**config.mk**
```make
export PLATFORM = sky130hd
export DESIGN_NAME = dmac_apb_master
export DESIGN_NICKNAME = d
export VERILOG_FILES = /design/src/rtl/dmac_apb_master.sv
export SDC_FILE = /design/constraint.sdc
export NUM_CORES = 1
export LEC_CHECK = 0
export BUFFER_PORTS_ARGS = -buffer_cell sky130_fd_sc_hd__buf_2
export CAP_MARGIN = 20
export CORE_AREA = 2 2 99 101
export DETAILED_ROUTE_END_ITERATION = 16
export DIE_AREA = 0 0 101 103
export GPL_ROUTABILITY_DRIVEN = 0
export GPL_TIMING_DRIVEN = 0
export PLACE_DENSITY = 0.92
export SLEW_MARGIN = 5
export SYNTH_ARGS = -nofsm -noshare
export SYNTH_HDL_FRONTEND = slang
export SYNTH_SLANG_ARGS = --single-unit
```
**constraint.sdc**
```tcl
create_clock -name clk -period 5.6 [get_ports clk]
set_input_delay 1.12 -clock clk [delete_from_list [all_inputs] [get_ports clk]]
set_output_delay 1.12 -clock clk [all_outputs]
set_load 0.005 [all_outputs]
```
**src/rtl/dmac_apb_master.sv**
```systemverilog
// dmac_apb_master
// APB initiator for the DMAC register slave. Accepts one request at a time on
// a valid/ready request stream, runs a SETUP + ACCESS APB transfer, and returns
// read data and error status on a valid/ready response stream. A stall counter
// aborts an ACCESS phase that waits TIMEOUT_CYCLES cycles without pready.
//
// Handshake rule (both streams): a beat transfers on a rising clk edge where
// valid and ready are both high. The request source must hold req_* stable
// while req_valid_i is high and not yet accepted. rsp_* hold stable while
// rsp_valid_o is high and rsp_ready_i is low.
//
// Ports:
//   clk, rst_n           clock, asynchronous active-low reset
//   req_valid_i/ready_o  request handshake; req_addr_i, req_write_i, req_wdata_i
//   rsp_valid_o/ready_i  response handshake; rsp_rdata_o, rsp_err_o, rsp_timeout_o
//   psel_o .. pwdata_o   APB request side
//   pready_i, pslverr_i, prdata_i  APB completion side
//   state_o              current FSM state (debug observation)
module dmac_apb_master #(
  parameter int ADDR_W         = 32,
  parameter int DATA_W         = 32,
  parameter int TIMEOUT_CYCLES = 256
) (
  input  logic              clk,
  input  logic              rst_n,
  input  logic              req_valid_i,
  output logic              req_ready_o,
  input  logic [ADDR_W-1:0] req_addr_i,
  input  logic              req_write_i,
  input  logic [DATA_W-1:0] req_wdata_i,
  output logic              rsp_valid_o,
  input  logic              rsp_ready_i,
  output logic [DATA_W-1:0] rsp_rdata_o,
  output logic              rsp_err_o,
  output logic              rsp_timeout_o,
  output logic              psel_o,
  output logic              penable_o,
  output logic [ADDR_W-1:0] paddr_o,
  output logic              pwrite_o,
  output logic [DATA_W-1:0] pwdata_o,
  input  logic              pready_i,
  input  logic              pslverr_i,
  input  logic [DATA_W-1:0] prdata_i,
  output logic [1:0]        state_o
);

  typedef enum logic [1:0] {
    S_IDLE   = 2'd0,
    S_SETUP  = 2'd1,
    S_ACCESS = 2'd2,
    S_RESP   = 2'd3
  } state_t;

  // Counter needs to hold 0..TIMEOUT_CYCLES; a disabled timeout still keeps a
  // 1-bit counter so the datapath stays uniform.
  localparam int        CW       = (TIMEOUT_CYCLES == 0) ? 1 : $clog2(TIMEOUT_CYCLES + 1);
  localparam bit        TO_EN    = (TIMEOUT_CYCLES != 0);
  localparam logic [CW-1:0] CNT_LAST = CW'((TIMEOUT_CYCLES == 0) ? 0 : TIMEOUT_CYCLES - 1);
  localparam logic [CW-1:0] CNT_SAT  = CW'((TIMEOUT_CYCLES == 0) ? 1 : TIMEOUT_CYCLES);

  state_t        state;
  logic [CW-1:0] cnt;

  assign state_o = state;

  always_ff @(posedge clk or negedge rst_n) begin
    if (!rst_n) begin
      state         <= S_IDLE;
      cnt           <= '0;
      req_ready_o   <= 1'b0;
      rsp_valid_o   <= 1'b0;
      rsp_rdata_o   <= '0;
      rsp_err_o     <= 1'b0;
      rsp_timeout_o <= 1'b0;
      psel_o        <= 1'b0;
      penable_o     <= 1'b0;
      paddr_o       <= '0;
      pwrite_o      <= 1'b0;
      pwdata_o      <= '0;
    end else begin
      case (state)
        S_IDLE: begin
          // req_ready_o is itself registered, so the first edge out of reset
          // only raises it; acceptance needs it already high.
          if (req_valid_i && req_ready_o) begin
            paddr_o     <= req_addr_i;
            pwrite_o    <= req_write_i;
            pwdata_o    <= req_wdata_i;
            psel_o      <= 1'b1;
            req_ready_o <= 1'b0;
            state       <= S_SETUP;
          end else begin
            req_ready_o <= 1'b1;
          end
        end

        S_SETUP: begin
          penable_o <= 1'b1;
          cnt       <= '0;
          state     <= S_ACCESS;
        end

        S_ACCESS: begin
          if (pready_i) begin
            // Normal completion, including on the limit cycle.
            rsp_rdata_o   <= pwrite_o ? '0 : prdata_i;
            rsp_err_o     <= pslverr_i;
            rsp_timeout_o <= 1'b0;
            rsp_valid_o   <= 1'b1;
            psel_o        <= 1'b0;
            penable_o     <= 1'b0;
            state         <= S_RESP;
          end else if (TO_EN && (cnt == CNT_LAST)) begin
            rsp_rdata_o   <= '0;
            rsp_err_o     <= 1'b1;
            rsp_timeout_o <= 1'b1;
            rsp_valid_o   <= 1'b1;
            psel_o        <= 1'b0;
            penable_o     <= 1'b0;
            state         <= S_RESP;
          end else if (cnt != CNT_SAT) begin
            cnt <= cnt + 1'b1;
          end
        end

        S_RESP: begin
          if (rsp_ready_i) begin
            rsp_valid_o <= 1'b0;
            req_ready_o <= 1'b1;
            state       <= S_IDLE;
          end
        end

        default: state <= S_IDLE;
      endcase
    end
  end

endmodule
```
==> metrics.txt <==
status completed; largest net degree at the start of global routing 64; die width 101 um; Least-Margin Pin Slew 0.748 ns; Post-DP HPWL 8500 um; Cells after Synth around 380; f_max 399 MHz; H-tree Lvls 4; Via Count roughly 3.8k; drt pass-1 iters 4; Ant. Diodes 0; post_cts resized 0; Worst-path clk slew around 0.06 ns; hold-fix buffers at CTS 0; Main synth FF type dfrtp_1; Root Buffer clkbuf_8; post-route cell area 6390 um2; Sink Count 114; final setup fails 0; initial antenna violation count 0; final antenna-violating net count 0; power density cells roughly 560 nW/um2; Slew Limit Fails 0; vias in the first global route 3763; RSZ-0062 raised after global routing no; number of enable flip-flop cells after synthesis 0; Async SR Flop Fraction 1.00; met3 WL 811 um; Fin. Hold Viols 0; top layer in use met4; layout cell share with drive strength beyond 1 0.505; sequential area share after synthesis 0.622; mapped cell area 4580 um2; total I/O pin count around 210; Max FO, Critical Path 10; syn_nets 487; Via density about 5.2; placed insts ~700; cts bufs inserted 17; DR iter-0 viols 97; Final WS setup 3.09 ns; Post-Place Worst Slack 2.92 ns; Syn Area/Cell 12.2 um2; input/output buffers 207; Clock Latency Late Sink 0.51 ns; Rows 36; critical path endpoint category flip-flop; Worst Skew between 0.007 and 0.008 ns; Critical Path Source Type flip-flop; GR Util All Layers 0.217; Layout area overhead 39.5%; Core ar. 9460 um2; Final TNS setup 0 ns; CP required 6.01 ns; final critical-path share of the clock period 0.448; CTS max path bufs 2; DP Area 5790 um2; Routed met2 length 6080 um; most common cell after layout, fill and taps aside buf_2; DRC errors left 0; critical path class reg -> reg; final WL 11500 um; die footprint 10400 um2; Peak supply drop 340 uV; post-CTS setup buffer count 0; drt wl/cell 15.8 um; GR Overflow Total 0; min cycle time layout 2.51 ns; first-pass GRT wire length 17300 um; Synth cell types 31; fillers 669; commonest cells after routing, fill and taps aside buf_2, dfrtp_1, nand2_1, mux2_2, o21ai_0; TritonCTS clock tree yes; Leak 3.22 nW; Worst Path Arrival 2.92 ns; Hold WC Path Type reg -> reg; initial core utilization 0.485; Die Height around 100 um; Rel. slew slack 0.501; #FFs+latches synth between 100 and 150; Ys Warns 0; NumNets Final 714; routed length on met1 4420 um; total of max-cap violations 0; Non-Filler Instances 730
-- power by group --
group / total (mW) / switching [mW] / internal, mW
logic: 1.12 / 0.529 / 0.592
clock network: 1.08 / 0.364 / 0.720
registers: 1.37 / 0.194 / 1.18
-- final cells by class --
cell class              count  area [um2]  share of cell area
flip-flops and latches    114        2850               0.446
clock buffers              22         473              0.0740
repair buffers            208        1070               0.167
well taps                 114         143              0.0223
plain buffers              19        76.3              0.0119
inverters                   6        22.5             0.00352
clock inverters             9         129              0.0202
multi-input cells         238        1630               0.255
-- metrics by stage --
| step | hold WS (ns) | total power [mW] | utilization |
|---|---|---|---|
| after floorplan | 0.473 | 1.95 | - |
| after global placement | 0.460 | 2.43 | 0.609 |
| after detailed placement | 0.466 | 2.51 | 0.612 |
| after CTS | 0.478 | 3.60 | 0.676 |
| after global routing | 0.505 | 3.80 | 0.676 |
| final | 0.474 | 3.58 | 0.676 |
-- synthesized netlist by cell type, drive strengths merged, types with 2 or more instances --
cell type,count,area [um2]
clkbuf,15,56.3
buf,4,20.0
a22o,2,17.5
a21oi,2,10.0
nor2,5,18.8
o21ai,49,257
nor2b,4,25.0
ha,7,87.6
nand4,2,12.5
nor3,2,10.0
dfrtp,114,2850
mux2,65,732
nand3,8,40.0
nand2,77,289
or4b,2,27.5
inv,6,22.5
-- metal layers --
layer,GRT usage,up-vias
li1,-,1750
met5,0,-
met1,0.238,1869
met4,0.0977,0
met2,0.389,170
met3,0.0664,23
-- critical path, stage by stage (launching register included) --
cell	delay (ns)
dfrtp_1	0.42
ha_1	0.26
nand3_1	0.12
nor2_1	0.07
ha_1	0.22
o21ai_1	0.33
clkbuf_1	0.37
clkbuf_1	0.39
nand2_1	0.11
o21ai_0	0.11
-- final timing paths --
kind,start,to,cells after the start,slack [ns]
worst min-delay path,rsp_rdata_o[17],rsp_rdata_o[17],2,0.47
min in group asynchronous,rst_n,rsp_rdata_o[12],1,0.65
worst max-delay path,cnt[0],rsp_rdata_o[22],9,3.09
worst min register to register,rsp_rdata_o[17],rsp_rdata_o[17],2,0.47
max in group asynchronous,rst_n,paddr_o[31],2,4.22
worst max register to register,cnt[0],rsp_rdata_o[22],9,3.09
-- kinds of logic (layout without fill, tap and decap cells) --
logic type,after synthesis,after routing,synth area share
xor+xnor,1,1,0.00191
buf+inv,25,264,0.0216
compound gates,60,60,0.0740
simple gates,104,104,0.0991
fa+ha+maj,7,7,0.0191
mux,66,66,0.162
flops,114,114,0.622
-- sequential cells by signal, summed over array words and instances (netlist names), 2 cells and up --
signal and count:
paddr_o 32, pwdata_o 32, rsp_rdata_o 32, cnt 9, state_o 2
Note: power is estimated with default switching activity, not from simulation.
